`src/rtl/sr_latch_sequencer_pkg.sv`:
```
// Shared types for the SR latch sequencer slice.
//   state_t  : sequencer FSM states
//   OP_SET   : opcode driving the latch S input
//   OP_RESET : opcode driving the latch R input
package sr_seq_pkg;

  typedef enum logic [1:0] {
    IDLE  = 2'd0,
    PULSE = 2'd1,
    GAP   = 2'd2,
    CHECK = 2'd3
  } state_t;

  localparam logic OP_SET   = 1'b1;
  localparam logic OP_RESET = 1'b0;

endpackage

```
`src/rtl/sr_latch_sequencer_if.sv`:
```
// Request bundle between NREQ requesters and the SR latch sequencer.
//   req_valid : per-requester request, held until acknowledged
//   req_op    : per-requester opcode (1=SET, 0=RESET), stable while valid
//   req_ack   : one-hot, single-cycle acknowledge of the granted request
// master = requester side, slave = sequencer side.
interface sr_latch_sequencer_if #(
  parameter int unsigned NREQ = 4
);

  logic [NREQ-1:0] req_valid;
  logic [NREQ-1:0] req_op;
  logic [NREQ-1:0] req_ack;

  modport master (
    output req_valid,
    output req_op,
    input  req_ack
  );

  modport slave (
    input  req_valid,
    input  req_op,
    output req_ack
  );

endinterface

```
`src/rtl/sr_latch_sequencer_rr.sv`:
```
// Round-robin arbiter used by the SR latch sequencer.
//   clk, rst_n : clock, synchronous active-low reset (pointer -> 0)
//   req        : request vector
//   advance    : accept the current grant; pointer moves to grantee+1 (mod NREQ)
//   grant      : combinational one-hot grant, search starts at the pointer
module rr_arbiter #(
  parameter int unsigned NREQ = 4
) (
  input  logic            clk,
  input  logic            rst_n,
  input  logic [NREQ-1:0] req,
  input  logic            advance,
  output logic [NREQ-1:0] grant
);

  localparam int unsigned PTR_W = (NREQ > 1) ? $clog2(NREQ) : 1;

  logic [PTR_W-1:0] ptr;
  logic [PTR_W-1:0] gidx;
  logic [PTR_W-1:0] sel;
  logic             found;
  int unsigned      idx;

  always_comb begin
    grant = '0;
    gidx  = ptr;
    sel   = '0;
    found = 1'b0;
    idx   = 0;
    for (int unsigned i = 0; i < NREQ; i++) begin
      idx = (32'(ptr) + i) % NREQ;
      sel = PTR_W'(idx);
      if (!found && req[sel]) begin
        found      = 1'b1;
        grant[sel] = 1'b1;
        gidx       = sel;
      end
    end
  end

  always_ff @(posedge clk) begin
    if (!rst_n) begin
      ptr <= '0;
    end else if (advance && found) begin
      ptr <= (32'(gidx) == NREQ - 1) ? '0 : gidx + PTR_W'(1);
    end
  end

endmodule

```
`src/rtl/sr_latch_sequencer.sv`:
```
// Serialises SET/RESET requests from NREQ requesters onto one NOR SR latch.
//   clk, rst_n   : clock, synchronous active-low reset
//   req          : request bundle (valid/op in, one-hot ack out)
//   latch_s/r    : latch drive, never both high; reset forces latch_r=1
//   latch_q      : latch Q feedback, sampled in CHECK
//   q_expected   : latch state after the last completed op
//   busy         : high while an operation is in PULSE/GAP/CHECK
//   err_mismatch : sticky Q-vs-expected mismatch flag, cleared only by reset
// All outputs are registered.
module sr_latch_sequencer
  import sr_seq_pkg::*;
#(
  parameter int unsigned NREQ    = 4,
  parameter int unsigned PULSE_W = 2,
  parameter int unsigned GAP_W   = 1,
  parameter int unsigned CNT_W   = 4
) (
  input  logic                clk,
  input  logic                rst_n,
  sr_latch_sequencer_if.slave req,
  output logic                latch_s,
  output logic                latch_r,
  input  logic                latch_q,
  output logic                q_expected,
  output logic                busy,
  output logic                err_mismatch
);

  state_t           state, nxt;
  logic [CNT_W-1:0] cnt, cnt_nxt;
  logic [NREQ-1:0]  ack_q;
  logic [NREQ-1:0]  arb_req;
  logic [NREQ-1:0]  grant;
  logic             op_q;
  logic             go_q;
  logic             grant_ok;
  logic             any_grant;
  logic             gnt_op;
  logic             redundant;

  // The ack is registered, so the acked requester still shows valid at the
  // following edge; mask it to avoid a double grant.
  assign arb_req = req.req_valid & ~ack_q;

  rr_arbiter #(.NREQ(NREQ)) u_arb (
    .clk     (clk),
    .rst_n   (rst_n),
    .req     (arb_req),
    .advance (any_grant),
    .grant   (grant)
  );

  // Grant is decided at the edge that opens the ack cycle; the ack cycle
  // itself is spent in IDLE (go_q pending) so the pulse starts one cycle after
  // the ack. Grants are only taken when the next cycle is an IDLE cycle.
  always_comb begin
    nxt     = state;
    cnt_nxt = cnt;
    unique case (state)
      IDLE: begin
        if (go_q) begin
          nxt     = PULSE;
          cnt_nxt = CNT_W'(PULSE_W);
        end
      end
      PULSE: begin
        if (cnt == CNT_W'(1)) begin
          nxt     = GAP;
          cnt_nxt = CNT_W'(GAP_W);
        end else begin
          cnt_nxt = cnt - CNT_W'(1);
        end
      end
      GAP: begin
        if (cnt == CNT_W'(1)) begin
          nxt     = CHECK;
          cnt_nxt = '0;
        end else begin
          cnt_nxt = cnt - CNT_W'(1);
        end
      end
      CHECK: begin
        nxt     = IDLE;
        cnt_nxt = '0;
      end
      default: begin
        nxt     = IDLE;
        cnt_nxt = '0;
      end
    endcase
  end

  always_comb begin
    grant_ok  = (nxt == IDLE);
    any_grant = grant_ok && (|grant);
    gnt_op    = |(grant & req.req_op);
    redundant = (gnt_op == q_expected);
  end

  always_ff @(posedge clk) begin
    if (!rst_n) begin
      state        <= IDLE;
      cnt          <= '0;
      ack_q        <= '0;
      op_q         <= OP_RESET;
      go_q         <= 1'b0;
      latch_s      <= 1'b0;
      latch_r      <= 1'b1;
      q_expected   <= 1'b0;
      busy         <= 1'b0;
      err_mismatch <= 1'b0;
    end else begin
      state   <= nxt;
      cnt     <= cnt_nxt;
      ack_q   <= any_grant ? grant : '0;
      go_q    <= any_grant && !redundant;
      if (any_grant) begin
        op_q <= gnt_op;
      end
      latch_s <= (nxt == PULSE) && (op_q == OP_SET);
      latch_r <= (nxt == PULSE) && (op_q == OP_RESET);
      busy    <= (nxt != IDLE);
      if (state == PULSE && nxt == GAP) begin
        q_expected <= op_q;
      end
      if (state == CHECK && latch_q != q_expected) begin
        err_mismatch <= 1'b1;
      end
    end
  end

  assign req.req_ack = ack_q;

endmodule

```
`src/flat_wrapper.sv`:
```
// flat-port wrapper written by rule: the top's interface ports become plain ports
module sr_latch_sequencer_flat import sr_seq_pkg::*;
#(
  parameter int unsigned NREQ    = 4,
  parameter int unsigned PULSE_W = 2,
  parameter int unsigned GAP_W   = 1,
  parameter int unsigned CNT_W   = 4
)
  (clk, rst_n, latch_s, latch_r, latch_q, q_expected, busy, err_mismatch, req_req_valid, req_req_op, req_req_ack);
  sr_latch_sequencer_if #(.NREQ(NREQ)) req_i ();
  input  logic clk;
  input  logic rst_n;
  output logic latch_s;
  output logic latch_r;
  input  logic latch_q;
  output logic q_expected;
  output logic busy;
  output logic err_mismatch;
  input wire logic [$bits(req_i.req_valid)-1:0] req_req_valid;
  input wire logic [$bits(req_i.req_op)-1:0] req_req_op;
  output wire logic [$bits(req_i.req_ack)-1:0] req_req_ack;
  assign req_i.req_valid = req_req_valid;
  assign req_i.req_op = req_req_op;
  assign req_req_ack = req_i.req_ack;
  sr_latch_sequencer #(.NREQ(NREQ), .PULSE_W(PULSE_W), .GAP_W(GAP_W), .CNT_W(CNT_W)) u_core (.clk(clk), .rst_n(rst_n), .req(req_i), .latch_s(latch_s), .latch_r(latch_r), .latch_q(latch_q), .q_expected(q_expected), .busy(busy), .err_mismatch(err_mismatch));
endmodule
```
`config.mk`:
```
export PLATFORM = sky130hd
export DESIGN_NAME = sr_latch_sequencer_flat
export DESIGN_NICKNAME = d
export VERILOG_FILES = /design/src/rtl/sr_latch_sequencer_pkg.sv /design/src/rtl/sr_latch_sequencer_if.sv /design/src/rtl/sr_latch_sequencer_rr.sv /design/src/rtl/sr_latch_sequencer.sv /design/src/flat_wrapper.sv
export SDC_FILE = /design/constraint.sdc
export NUM_CORES = 1
export LEC_CHECK = 0
export ABC_AREA = 1
export CAP_MARGIN = 20
export CORE_MARGIN = 2
export CORE_UTILIZATION = 35
export CTS_BUF_LIST = sky130_fd_sc_hd__clkbuf_4 sky130_fd_sc_hd__clkbuf_8
export DETAILED_ROUTE_END_ITERATION = 10
export PLACE_DENSITY = 0.65
export SETUP_SLACK_MARGIN = 0.05
export SKIP_CTS_REPAIR_TIMING = 1
export SLEW_MARGIN = 20
export SYNTH_ARGS = -nofsm -noshare
export SYNTH_HDL_FRONTEND = slang
export SYNTH_SLANG_ARGS = --single-unit
```
`constraint.sdc`:
```
create_clock -name clk -period 2.25 [get_ports clk]
set_input_delay 0.45 -clock clk [delete_from_list [all_inputs] [get_ports clk]]
set_output_delay 0.45 -clock clk [all_outputs]
set_load 0.02 [all_outputs]
```
After elaboration in Yosys (flattened, before gate mapping) --
Index checks and enable logic that the tools add are counted.
Word-level totals: input bits 11, word-level logic and storage cells 101, register bits after elaboration 19, output and inout bits 9
Operators by class: bitwise logic cells 7, order comparisons 8, $add $sub $neg 5, eq/ne operators 10, reductions and logical operators 24, mux-type cells 36
Operators with widths (count):
- $mux 4 | 7
- $pmux 4 s4 | 1
- $logic_and 1x1->1 | 14
- $mux 2 | 7
- $lt 2x3->1 const B | 4
- $mux 1 | 12
- $or 4x4->4 | 3
- $and 4x4->4 | 2
- $bmux 1 s2 | 4
- $demux 1 s2 | 4
- $eq 2x2->1 const B | 4
- $ge 2x1->1 const B | 4
- $pmux 2 s4 | 1
- $reduce_or 4->1 | 2
- $add 2x1->2 const B | 2
- $add 2x2->2 const B | 2
- $eq 2x1->1 const B | 2
- $eq 4x1->1 const B | 1
- $logic_not 1->1 | 4
- $logic_not 2->1 | 2
- $not 4->4 | 1
- $sub 4x1->4 const B | 1
- $ne 2x1->1 const B | 1
- $reduce_and 2->1 | 1
- other kinds (4) | 4

Longest topological paths before layout --
depth in word-level cells 19, depth in mapped cells 17

Modules after synthesis --
A second synthesis with hierarchy kept.
Second synthesis, totals: cells, all modules 186, area total of the unflattened synthesis 1406.3 sq um
By module, submodules not included:
- sr_latch_sequencer | area an instance 774.5 sq um, times used 1, sequential area each 340.3 sq um, cells an instance 99
- rr_arbiter | area an instance 631.9 sq um, times used 1, sequential area each 40.0 sq um, cells an instance 87

Worst setup path after synthesis --
Ideal clock, no wire load.
path kind reg-to-reg, start register u_core.u_arb.ptr[0], end register u_core.op_q, path slack 0.160 ns, arrival time 1.981 ns, clock period less this slack 2.090 ns, library setup time 0.109 ns, buffers on the path 1, cell stages (with the launch flop) 18, cell sequence dfxtp_1 buf_6 inv_6 ha_1 inv_1 nand3_1 nand2_2 nand2_1 nor2_4 nand3_1 nand2_1 nor2_2 nand2_2 nand2_2 inv_2 nand2_1 nand2_1 inv_1
On the way: cells in the longest elaborated chain, start to end 14
RTL lines:
- start: declaration | RTL line sr_latch_sequencer_rr.sv:18 | logic [PTR_W-1:0] ptr;
- start signal: assignment | RTL line sr_latch_sequencer_rr.sv:45 | ptr <= (32'(gidx) == NREQ - 1) ? '0 : gidx + PTR_W'(1);
- branches (longest 11 deep; another with $lt 2x3->1)
- $mux 4 * | RTL line sr_latch_sequencer_rr.sv:33 | if (!found && req[sel]) begin
- $and 4x4->4 or $reduce_or 4->1 (tied branches) | RTL line sr_latch_sequencer.sv:96, sr_latch_sequencer.sv:95
- $reduce_or 4->1 or $logic_and 1x1->1 (tied branches) | RTL line sr_latch_sequencer.sv:96, sr_latch_sequencer.sv:95
- end signal: assignment | RTL line sr_latch_sequencer.sv:118 | op_q <= gnt_op;
- end: declaration | RTL line sr_latch_sequencer.sv:34 | logic op_q;
Mark *: on every way between the ends. The select of a mux whose other input is x is not followed. A chain may end at the register's enable or synchronous reset.

Final worst setup path --
start input port req_req_valid[3], end register u_core.u_arb.ptr[0]
On the way: cells in the longest elaborated chain, start to end 16
RTL lines:
- start: declaration | RTL line flat_wrapper.sv:19 | input wire logic [$bits(req_i.req_valid)-1:0] req_req_valid;
- $and 4x4->4 * | RTL line sr_latch_sequencer.sv:43 | assign arb_req = req.req_valid & ~ack_q;
- branches (longest 15 deep; another with $bmux 1 s2)
Marked as above.

==> impl_metrics.py <==
metrics = {
    "cells_and_area": {
        "final_common_cell": "nand2_1",
        "n_antenna_cell": 0,
        "fill_cells": 373,
        "design_area_um2": 1850,
        "drive_gt1_share_pct": 26.0,
        "layout_common_cells": "nand2_1, inv_1, nand3_1, nor2_1, dfxtp_1",
        "finalNetCount": 263,
        "area_delta_synth_final_pct": 36.0,
        "final_cells": 290,
    },
    "setup_path": {
        "critPathMaxStageDelay_ps": 430,
        "cp_slowest_cell": "clkdlybuf4s50_1",
        "path_common_cell": "nand2_2",
        "critPathKind": "in2reg",
        "path_cells": "clkdlybuf4s50_1, nand3_1, nand2_1, nand2_1, nand2_4, nand3_2, nand2_2, nor2_2, nand2_2, nor2_2, nand2_2, nand2_2, inv_2, nor2_1, nor2_1",
        "required_ps": 2390,
        "endpoint_kind": "flop",
        "path_max_fanout": 6,
        "start_kind": "input pin",
        "critical_path_arrival_ps": 2230,
        "path_buf_inv": 2,
        "crit_family": "simple AND/OR/NAND/NOR gates",
    },
    "placement": {
        "place.gp.congestion": 0.856,
        "place_inst": 281,
        "dpl-instance-area_um2": 1670,
        "pre_cts_slack_ps": -120,
        "dpl.hpwl_um": 2330,
        "io_buffers": 19,
    },
    "timing": {
        "min_period_ps": 2090,
        "max_freq_mhz": 479,
        "holdWs_ps": 465,
        "min_period_over_period_pct": 92.7,
        "drv_slew": 0,
        "tightest_slew_ps": 394,
        "rsz0062_at_grt": "no",
        "clock_skew_ps": 0.870,
        "hold_viol_final": 0,
        "setup_viol": 0,
        "worst_slack_ps": 164,
        "timing.slew.headroom_pct": 73.6,
    },
    "drt": {
        "drtAntennaViolNets": 0,
        "drc": 0,
        "drt-pass1-iter-count": 4,
        "wl_um": 3200,
        "avgViaCountPerCell": 4.74,
        "wire_per_inst_um": 11.0,
        "drtIter0Drc": 43,
        "via_count": 1374,
    },
    "global_route": {
        "track_usage_pct": 14.5,
        "grt_first_pass_wirelength_um": 5030,
        "grt_max_degree": 13,
        "antenna_found_initial": 0,
        "grt-ovfl-total": 0,
        "grt_pass1_vias": 1155,
    },
    "synthesis": {
        "synthDistinctLibCells": 25,
        "synthesis.area_um2": 1360,
        "ys.flop_type": "dfxtp_1",
        "yosysWarnings": 0,
        "ys_async_sr_fraction_pct": 0,
        "synth_seq_cells": 19,
        "yosysSeqAreaShare_pct": 27.9,
        "synth_cells": 205,
        "avgSynthCellArea_um2": 6.65,
        "synth_edf_count": 0,
        "synth_nets": 225,
    },
    "power_and_ir_drop": {
        "sequentialPowerShare_pct": 17.8,
        "clock_power_share_pct": 9.0,
        "powerDensity_nw_per_um2": 1430,
        "leakage_nw": 0.866,
        "p_sw_share_pct": 50.0,
        "ir_worst_vdd_uv": 538,
        "p_sw_mw": 1.33,
        "combinationalPowerShare_pct": 73.2,
        "internal_power_mw": 1.33,
    },
    "clocking": {
        "cts_tree": "done",
        "htreeDepth": 1,
        "clockRootBuffer": "clkbuf_8",
        "numCtsBuffers": 3,
        "clk_pin_slew_ps": 70,
        "clock_sinks": 19,
        "clk_path_buf_depth": 2,
        "clock_latency_ps": 250,
    },
    "floorplanning": {
        "dieArea_um2": 4410,
        "die_h_um": 66.4,
        "coreArea_um2": 3720,
        "start_util_pct": 36.7,
        "rows": 22,
        "ioPinCount": 20,
        "die_x_um": 66.4,
    },
    "min_path": {
        "hold_class": "reg2reg",
    },
    "job": {
        "cap_viol_max_count": 0,
    },
    "run_status": {
        "status": "complete, no violations",
    },
}
[power by group through the flow]
| stage | Combinational [mW] | Clock (mW) | Sequential [mW] |
|---|---|---|---|
| after floorplan | 1.19 | 0 | 0.525 |
| after global placement | 1.68 | 0 | 0.476 |
| after detailed placement | 1.68 | 0 | 0.477 |
| after CTS | 1.69 | 0.246 | 0.470 |
| after global routing | 2.20 | 0.258 | 0.484 |
| final | 1.95 | 0.238 | 0.474 |
[per-layer routing]
layer / part of all wire [%] / vias to the layer above / wire, um / global-route usage (%)
met4: 0.53 / 0 / 17 / 1.53
met1: 52 / 617 / 1650 / 22.0
li1: - / 731 / - / -
met2: 44 / 24 / 1410 / 21.8
met3: 3.7 / 2 / 118 / 2.56
met5: 0 / - / 0 / 0
[worst paths after layout]
path / startpoint / end / slack (ps) / cells after the start
min reg2reg: u_core.cnt[3]$_SDFFE_PN0P_ / u_core.cnt[3]$_SDFFE_PN0P_ / 470 / 2
max reg2reg: u_core.u_arb.ptr[0]$_SDFFE_PN0P_ / u_core.op_q$_SDFFE_PN0P_ / 230 / 16
min: u_core.cnt[3]$_SDFFE_PN0P_ / u_core.cnt[3]$_SDFFE_PN0P_ / 470 / 2
max: req_req_valid[3] / u_core.u_arb.ptr[0]$_SDFFE_PN0P_ / 160 / 15
[logic make-up after synthesis]
kind of cell	Yosys count	synth area share [%]
fa+ha+maj	9	8.26
xor+xnor	2	1.28
simple gates	130	46.8
compound gates	17	6.61
buf+inv	28	9.17
flops	19	27.9
[flip-flops by register name, indices dropped and copies added (netlist names)]
signal,cells
u_core.busy,1
u_core.cnt,4
u_core.err_mismatch,1
u_core.go_q,1
u_core.latch_r,1
u_core.latch_s,1
u_core.op_q,1
u_core.q_expected,1
u_core.req.req_ack,4
u_core.state,2
u_core.u_arb.ptr,2
[synthesized netlist by cell type (3+ instances only)]
cell,n,share of area (%)
a21oi_1,9,3.3
dfxtp_1,19,28
ha_1,9,8.3
inv_1,22,6.1
nand2_1,58,16
nand2_2,7,3.2
nand3_1,24,8.8
nand3_2,11,8.1
nor2_1,19,5.2
nor2_2,5,2.3
o21ai_0,3,1.1
o21ai_1,3,1.1
[final cells by class]
type / instances / area, um2 / area share, %
multi-input cells: 159 / 948 / 51.1
clock buffers: 4 / 48.8 / 2.63
well taps: 48 / 60.1 / 3.24
inverters: 26 / 103 / 5.53
flip-flops and latches: 19 / 384 / 20.7
repair buffers: 34 / 310 / 16.7
[tightest hold or removal path: stages (launching register included)]
cell and delay, ps:
dfxtp_1 310, nand2_1 60, a21oi_1 50
[stage by stage]
step	utilization (%)	TNS, ps	power [mW]
after CTS	46.4	0	2.40
after global routing	49.9	0	2.94
after global placement	45.1	-880	2.16
final	49.9	0	2.66
after detailed placement	45.1	-684	2.16
after floorplan	-	0	1.71
Power figures use the tool's default switching activity.
